`src/rtl/full_logic_param_pkg.sv`:
```
// ---------------------------------------------------------------------------
// full_logic_param_pkg
// Shared definitions for the full_logic_param router: controller state
// encodings and the FIFO occupancy-count width rule.
// No ports (package).
// ---------------------------------------------------------------------------
package full_logic_param_pkg;

    typedef enum logic [2:0] {
        ST_RESET  = 3'd0,
        ST_INIT   = 3'd1,
        ST_IDLE   = 3'd2,
        ST_ACTIVE = 3'd3,
        ST_ERROR  = 3'd4
    } state_e;

    // A FIFO of 2^addr_width entries needs one extra count bit so that the
    // completely full case (count == DEPTH) is representable.
    function automatic int count_width(input int addr_width);
        return addr_width + 1;
    endfunction

endpackage

```
`src/rtl/full_logic_param_fifo.sv`:
```
// ---------------------------------------------------------------------------
// fifo_param
// Synchronous FIFO, 2^ADDR_WIDTH entries of DATA_WIDTH bits.  The head word
// is visible combinationally so the router can forward it in the same cycle.
// Ports:
//   clk    in   clock, rising edge
//   reset  in   asynchronous active-low reset (pointers and count cleared)
//   push   in   write din (taken when not full, or when popping this cycle)
//   pop    in   remove head (ignored when empty)
//   din    in   write data
//   head   out  word at the read pointer
//   count  out  occupancy, 0..DEPTH
//   full   out  count == DEPTH
//   empty  out  count == 0
// ---------------------------------------------------------------------------
module fifo_param
    import full_logic_param_pkg::*;
#(
    parameter int DATA_WIDTH = 6,
    parameter int ADDR_WIDTH = 2
) (
    input  logic                                 clk,
    input  logic                                 reset,
    input  logic                                 push,
    input  logic                                 pop,
    input  logic [DATA_WIDTH-1:0]                din,
    output logic [DATA_WIDTH-1:0]                head,
    output logic [count_width(ADDR_WIDTH)-1:0]   count,
    output logic                                 full,
    output logic                                 empty
);

    localparam int DEPTH = 1 << ADDR_WIDTH;
    localparam int CW    = count_width(ADDR_WIDTH);
    localparam logic [CW-1:0] FULL_COUNT = CW'(DEPTH);

    logic [DATA_WIDTH-1:0] mem_q [DEPTH];
    logic [ADDR_WIDTH-1:0] wr_ptr_q, rd_ptr_q;
    logic [CW-1:0]         count_q, count_d;
    logic                  do_push, do_pop;

    assign empty = (count_q == '0);
    assign full  = (count_q == FULL_COUNT);
    assign count = count_q;
    assign head  = mem_q[rd_ptr_q];

    // When full, a simultaneous pop frees the slot being written: the write
    // pointer equals the read pointer, and the old head is consumed this
    // cycle before the new word lands at the edge.
    assign do_pop  = pop && !empty;
    assign do_push = push && (!full || do_pop);

    always_comb begin
        count_d = count_q;
        if (do_push && !do_pop) begin
            count_d = count_q + CW'(1);
        end else if (do_pop && !do_push) begin
            count_d = count_q - CW'(1);
        end
    end

    // Storage is not reset; clearing the pointers/count discards contents.
    always_ff @(posedge clk) begin
        if (do_push) begin
            mem_q[wr_ptr_q] <= din;
        end
    end

    always_ff @(posedge clk or negedge reset) begin
        if (!reset) begin
            wr_ptr_q <= '0;
            rd_ptr_q <= '0;
            count_q  <= '0;
        end else begin
            if (do_push) begin
                wr_ptr_q <= wr_ptr_q + ADDR_WIDTH'(1);
            end
            if (do_pop) begin
                rd_ptr_q <= rd_ptr_q + ADDR_WIDTH'(1);
            end
            count_q <= count_d;
        end
    end

endmodule

```
`src/rtl/full_logic_param.sv`:
```
// ---------------------------------------------------------------------------
// full_logic_param
// Main FIFO feeding NUM_DEST destination FIFOs.  The top DEST_BITS of each
// word select its destination.  A controller FSM latches almost-full margins
// during INIT, tracks IDLE/ACTIVE from FIFO occupancy and locks into ERROR on
// a main-FIFO overflow or a pop from an empty destination.
// Ports:
//   clk         in   clock, rising edge
//   reset       in   asynchronous active-low reset
//   init        in   commit thresholds, leave INIT
//   wr_enable   in   push data_in into the main FIFO
//   data_in     in   input word, MSBs select destination
//   umbral_MF   in   main-FIFO almost-full margin
//   umbral_D    in   destination-FIFO almost-full margin
//   pop         in   per-destination read request
//   data_out    out  registered read data, destination i at slice i
//   empty       out  per-destination empty flags
//   pause_out   out  main FIFO almost full
//   error_out   out  sticky error
//   active_out  out  state is ACTIVE
//   idle_out    out  state is IDLE
// ---------------------------------------------------------------------------
module full_logic_param
    import full_logic_param_pkg::*;
#(
    parameter int DATA_WIDTH = 6,
    parameter int ADDR_WIDTH = 2,
    parameter int NUM_DEST   = 2
) (
    input  logic                             clk,
    input  logic                             reset,
    input  logic                             init,
    input  logic                             wr_enable,
    input  logic [DATA_WIDTH-1:0]            data_in,
    input  logic [ADDR_WIDTH:0]              umbral_MF,
    input  logic [ADDR_WIDTH:0]              umbral_D,
    input  logic [NUM_DEST-1:0]              pop,
    output logic [NUM_DEST*DATA_WIDTH-1:0]   data_out,
    output logic [NUM_DEST-1:0]              empty,
    output logic                             pause_out,
    output logic                             error_out,
    output logic                             active_out,
    output logic                             idle_out
);

    localparam int DEST_BITS = (NUM_DEST == 4) ? 2 : 1;
    localparam int CW        = count_width(ADDR_WIDTH);
    localparam logic [CW-1:0] DEPTH_C = CW'(1 << ADDR_WIDTH);

    state_e state_q, state_d;

    logic [CW-1:0] umbral_mf_q, umbral_d_q;
    logic [CW-1:0] umbral_mf_clamped, umbral_d_clamped;

    // Main FIFO
    logic [DATA_WIDTH-1:0] m_head;
    logic [CW-1:0]         m_count;
    logic                  m_full, m_empty, m_push, m_pop;

    // Destination FIFOs
    logic [DATA_WIDTH-1:0] d_head  [NUM_DEST];
    logic [CW-1:0]         d_count [NUM_DEST];
    logic [NUM_DEST-1:0]   d_full, d_empty, d_push, d_pop;
    logic [DATA_WIDTH-1:0] dout_q  [NUM_DEST];

    logic [DEST_BITS-1:0]  dest_sel;
    logic [CW-1:0]         sel_count;
    logic                  sel_full;
    logic                  route;
    logic                  wr_ok, wr_err, pop_err, error_event, any_data;
    logic                  error_q;

    // Margins above DEPTH behave as DEPTH; clamp once when latched.
    assign umbral_mf_clamped = (umbral_MF > DEPTH_C) ? DEPTH_C : umbral_MF;
    assign umbral_d_clamped  = (umbral_D  > DEPTH_C) ? DEPTH_C : umbral_D;

    // ------------------------------------------------------------------
    // Routing: forward the main head when its destination is below the
    // almost-full limit; otherwise the head (and everything behind it)
    // waits.
    // ------------------------------------------------------------------
    assign dest_sel = m_head[DATA_WIDTH-1 -: DEST_BITS];

    always_comb begin
        sel_count = '0;
        sel_full  = 1'b0;
        for (int i = 0; i < NUM_DEST; i++) begin
            if (dest_sel == DEST_BITS'(i)) begin
                sel_count = d_count[i];
                sel_full  = d_full[i];
            end
        end
    end

    assign route = !m_empty && !sel_full && (sel_count < (DEPTH_C - umbral_d_q));

    assign wr_ok   = (state_q == ST_INIT) || (state_q == ST_IDLE) || (state_q == ST_ACTIVE);
    assign m_pop   = route;
    // A write into a full main FIFO is still taken if the router frees a slot.
    assign m_push  = wr_enable && wr_ok && (!m_full || route);
    assign wr_err  = wr_enable && wr_ok && m_full && !route;
    assign pop_err = |(pop & d_empty);
    assign d_pop   = pop & ~d_empty;

    assign error_event = wr_err || pop_err;
    assign any_data    = !m_empty || !(&d_empty);

    fifo_param #(
        .DATA_WIDTH (DATA_WIDTH),
        .ADDR_WIDTH (ADDR_WIDTH)
    ) u_main_fifo (
        .clk   (clk),
        .reset (reset),
        .push  (m_push),
        .pop   (m_pop),
        .din   (data_in),
        .head  (m_head),
        .count (m_count),
        .full  (m_full),
        .empty (m_empty)
    );

    genvar gi;
    generate
        for (gi = 0; gi < NUM_DEST; gi++) begin : g_dest
            assign d_push[gi] = route && (dest_sel == DEST_BITS'(gi));

            fifo_param #(
                .DATA_WIDTH (DATA_WIDTH),
                .ADDR_WIDTH (ADDR_WIDTH)
            ) u_dest_fifo (
                .clk   (clk),
                .reset (reset),
                .push  (d_push[gi]),
                .pop   (d_pop[gi]),
                .din   (m_head),
                .head  (d_head[gi]),
                .count (d_count[gi]),
                .full  (d_full[gi]),
                .empty (d_empty[gi])
            );

            // Read data holds its last value unless a valid pop occurs.
            always_ff @(posedge clk or negedge reset) begin
                if (!reset) begin
                    dout_q[gi] <= '0;
                end else if (d_pop[gi]) begin
                    dout_q[gi] <= d_head[gi];
                end
            end

            assign data_out[gi*DATA_WIDTH +: DATA_WIDTH] = dout_q[gi];
        end
    endgenerate

    // ------------------------------------------------------------------
    // Controller FSM
    // ------------------------------------------------------------------
    always_comb begin
        state_d = state_q;
        case (state_q)
            ST_RESET:  state_d = ST_INIT;
            ST_INIT: begin
                if (error_event)   state_d = ST_ERROR;
                else if (init)     state_d = ST_IDLE;
            end
            ST_IDLE: begin
                if (error_event)   state_d = ST_ERROR;
                else if (any_data) state_d = ST_ACTIVE;
            end
            ST_ACTIVE: begin
                if (error_event)   state_d = ST_ERROR;
                else if (!any_data) state_d = ST_IDLE;
            end
            ST_ERROR:  state_d = ST_ERROR;
            default:   state_d = ST_RESET;
        endcase
    end

    always_ff @(posedge clk or negedge reset) begin
        if (!reset) begin
            state_q     <= ST_RESET;
            umbral_mf_q <= '0;
            umbral_d_q  <= '0;
            error_q     <= 1'b0;
        end else begin
            state_q <= state_d;
            // Thresholds track the inputs throughout INIT, so the values
            // present on the edge that leaves INIT are the ones retained.
            if (state_q == ST_INIT) begin
                umbral_mf_q <= umbral_mf_clamped;
                umbral_d_q  <= umbral_d_clamped;
            end
            if (error_event && (state_q != ST_RESET)) begin
                error_q <= 1'b1;
            end
        end
    end

    assign empty      = d_empty;
    assign pause_out  = (m_count >= (DEPTH_C - umbral_mf_q));
    assign error_out  = error_q;
    assign active_out = (state_q == ST_ACTIVE);
    assign idle_out   = (state_q == ST_IDLE);

endmodule

```
`config.mk`:
```
export PLATFORM = sky130hd
export DESIGN_NAME = full_logic_param
export DESIGN_NICKNAME = d
export VERILOG_FILES = /design/src/rtl/full_logic_param_pkg.sv /design/src/rtl/full_logic_param_fifo.sv /design/src/rtl/full_logic_param.sv
export SDC_FILE = /design/constraint.sdc
export NUM_CORES = 1
export LEC_CHECK = 0
export CORE_UTILIZATION = 42
export CTS_CLUSTER_DIAMETER = 40
export DETAILED_ROUTE_END_ITERATION = 10
export SLEW_MARGIN = 30
export SYNTH_ARGS = -nofsm -noshare
export SYNTH_HDL_FRONTEND = slang
export SYNTH_SLANG_ARGS = --single-unit
```
`constraint.sdc`:
```
create_clock -name clk -period 4 [get_ports clk]
set_input_delay 0.8 -clock clk [delete_from_list [all_inputs] [get_ports clk]]
set_output_delay 0.8 -clock clk [all_outputs]
set_load 0.02 [all_outputs]
```
==> reports/qor.csv <==
stage,metric,value,unit
final_layout,final_layout_size_suffix_gt1_frac,0.202,
sta,setup-tns-final,0,ps
sta,tightest_slew,799,ps
synthesis,avgSynthCellArea,16.0,um^2
routing,viasPerCell,5.08,
place,place.gp.congestion,0.698,
synthesis,synthesis.nets,365,
floorplan,placementRows,40,
routing,firstDrtPassIters,4,
sta,whs,398,ps
power_and_ir_drop,peakVddDrop,0.627,mV
power_and_ir_drop,switchingPower,2.00,mW
sta,min_period_over_period,0.928,
final_layout,layout.nets,412,
synthesis,seq_area_frac_synth,0.630,
place,numPortBuffers,35,
global_routing,antenna_found_initial,0,
routing,drt_iter0_drc,117,
synthesis,ys_seq_elements,115,
min_path,holdCritPathClass,primary input to async pin,
routing,route.vias.total,2688,
setup_path,worstPathMaxFanout,13,
outcome,status,finished clean,
synthesis,syn-cell-area,0.00514,mm^2
synthesis,yosysWarningCount,0,
sta,finalWorstSetupSlack,286,ps
cts,cts_made_buffers,17,
place,dp_hpwl,5.91,mm
power_and_ir_drop,sequentialPowerShare,0.352,
sta,final_max_slew_viol_count,0,
power_and_ir_drop,pwr-share-comb,0.396,
global_routing,overflow,0,
global_routing,grt_max_degree,44,
setup_path,cp.arrival,4040,ps
floorplan,dieWidth,113,um
sta,finClkSkew,5.10,ps
final_layout,final_area,0.00624,mm^2
final_layout,syn_to_final_growth,21.3,%
routing,drtAntennaViolNets,0,
synthesis,yosysTopAreaCellShare,0.420,
cts,h-tree-depth,4,
floorplan,die-area,0.0127,mm^2
place,dpl-instance-area,0.00563,mm^2
cts,clk_pin_slew_worst_paths,50,ps
synthesis,ys_top_cells_by_area,"edfxtp_1, dfrtp_1, mux4_2",
global_routing,grt_pass1_wl,14.2,mm
setup_path,cp.required,4330,ps
cts,clockBufferDepth,2,
final_layout,finalNonFillerCells,529,
synthesis,synth-edff-count,72,
power_and_ir_drop,p_leak,2.40,nW
cts,cts_tree,built,
place,place_ws,254,ps
floorplan,io_pins,36,
global_routing,grt_use_total,0.156,
power_and_ir_drop,power_density,978,mW/mm^2
global_routing,first_global_vias,2773,
floorplan,core_area,0.0120,mm^2
power_and_ir_drop,netSwitchingFraction,0.327,
routing,drt-total-wl,8.60,mm
synthesis,yosys.area.top_type,edfxtp_1,
synthesis,synthCells,322,
routing,wl_per_cell,16.3,um
sta,final.min_clock_period,3710,ps
sta,fmax,0.269,GHz
sta,rsz0062_at_grt,false,
cts,holdBufCountCts,0,
sta,hold_viol,0,
sta,slew_headroom,0.466,
setup_path,end_kind,flop,
run,max-cap-violations,0,
place,dp.cells,497,
floorplan,dieHeight,113,um
synthesis,synthFlopType,edfxtp_1,
setup_path,crit_type,flop to flop,
cts,cts_root_buffer,clkbuf_16,
final_layout,diodes,0,
power_and_ir_drop,p_clk_frac,0.252,
synthesis,synthArstFlopShare,0.374,
synthesis,synthDistinctLibCells,44,
power_and_ir_drop,p_int,4.10,mW
floorplan,initial_utilization,0.430,
cts,cts_setup_buffers,0,
cts,clkLatencyLatePin,410,ps
sta,setup_viol,0,
setup_path,startpoint_type,flop,
cts,cts.sinks,115,
routing,drcViolationCount,0,
cts,cts-resized-gates,0,
-- layout make-up --
| type | count | area [um^2] |
|---|---|---|
| sequential | 115 | 3240 |
| fill | 1011 | 5720 |
| timing repair buffer | 39 | 378 |
| multi-input combinational | 178 | 1760 |
| inverter | 18 | 67.6 |
| clock buffer | 22 | 484 |
| clock inverter | 10 | 129 |
| tap | 147 | 184 |
-- state kept, by name, summed over array words and instances, names as in the netlist --
register	cells
data_out	12
error_out	1
g_dest.u_dest_fifo.count	6
g_dest.u_dest_fifo.mem_q	48
g_dest.u_dest_fifo.rd_ptr_q	4
g_dest.u_dest_fifo.wr_ptr_q	4
state_q	3
u_main_fifo.count	3
u_main_fifo.mem_q	24
u_main_fifo.rd_ptr_q	2
u_main_fifo.wr_ptr_q	2
umbral_d_q	3
umbral_mf_q	3
-- layout by cell type (no fill, tap or decap), types with 2 or more instances in the layout --
cell type / count
a21o_1: 2
a21oi_1: 3
and2_1: 8
and3b_1: 2
buf_4: 5
bufinv_16: 3
clkbuf_16: 17
clkbuf_8: 4
clkdlybuf4s50_1: 34
clkinv_2: 4
clkinvlp_4: 2
dfrtp_1: 43
edfxtp_1: 72
fa_1: 3
ha_1: 22
inv_1: 18
mux2_2: 20
mux2_4: 3
mux2i_1: 3
mux4_1: 4
mux4_2: 14
nand2_1: 16
nand2b_1: 5
nand3_1: 5
nand3b_1: 2
nand4_1: 2
nor2_1: 15
nor3_1: 2
nor3b_1: 5
o21ai_0: 4
or3_1: 3
or3b_2: 3
xnor2_1: 13
xor2_1: 6
-- cells in the mapped netlist (all sizes together), types with 2 or more instances --
cell type / count
edfxtp: 72
dfrtp: 43
mux2: 23
ha: 22
inv: 18
mux4: 18
nand2: 16
nor2: 15
xnor2: 13
and2: 8
buf: 8
xor2: 6
nand2b: 5
nand3: 5
nor3b: 5
o21ai: 4
a21o: 3
a21oi: 3
clkbuf: 3
fa: 3
mux2i: 3
or3: 3
or3b: 3
and3b: 2
nand3b: 2
nand4: 2
nor3: 2
-- logic make-up after synthesis --
kind of cell / after synthesis / synth area share
XOR/XNOR: 19 / 0.0324
multiplexers: 44 / 0.140
AND/OR/NAND/NOR: 69 / 0.0713
AO/OA/AOI/OAI: 21 / 0.0329
flip-flops: 115 / 0.630
buffers and inverters: 29 / 0.0285
adder cells (fa/ha/maj): 25 / 0.0652
-- metrics by stage --
| step | power, mW | utilization |
|---|---|---|
| 3_3_place_gp | 4.56 | 0.470 |
| 5_1_grt | 6.51 | 0.522 |
| 6_report | 6.10 | 0.522 |
| 2_1_floorplan | 3.96 | - |
| 3_5_place_dp | 4.62 | 0.470 |
| 4_1_cts | 6.19 | 0.522 |
-- power by group through the flow --
stage / clock network, mW / logic [mW] / registers [mW]
after floorplan: 0 / 1.84 / 2.12
after global placement: 0 / 2.39 / 2.16
after detailed placement: 0 / 2.45 / 2.18
after CTS: 1.57 / 2.46 / 2.16
after global routing: 1.62 / 2.68 / 2.22
final: 1.54 / 2.42 / 2.15
-- final timing paths --
| path | start | to | slack (ps) | cells past startpoint |
|---|---|---|---|---|
| min in group clk | error_out | error_out | 460 | 1 |
| worst min-delay path | reset | data_out[9] | 400 | 1 |
| max in group asynchronous | reset | u_main_fifo.wr_ptr_q[0] | 3190 | 1 |
| worst max register to register | u_main_fifo.rd_ptr_q[0] | g_dest[0].u_dest_fifo.count[2] | 290 | 12 |
| worst max-delay path | u_main_fifo.rd_ptr_q[0] | g_dest[0].u_dest_fifo.count[2] | 290 | 12 |
| worst min register to register | error_out | error_out | 460 | 1 |
-- worst max-delay path, stage by stage, from the launching register on --
cell	delay [ps]
dfrtp_1	360
mux4_2	640
mux2_2	330
ha_1	340
a211o_1	300
a41oi_4	240
and3b_1	350
ha_1	230
inv_1	60
fa_1	370
xor2_1	150
nor2_1	110
xor2_1	150
-- metal layers --
metal / global-route usage / vias up / wire length (um)
met2: 0.260 / 45 / 4310
li1: - / 1290 / -
met3: 0.0518 / 14 / 279
met1: 0.179 / 1339 / 3820
met5: 0 / - / 0
met4: 0.0800 / 0 / 189
No activity file was read; power rests on OpenSTA's default activity.
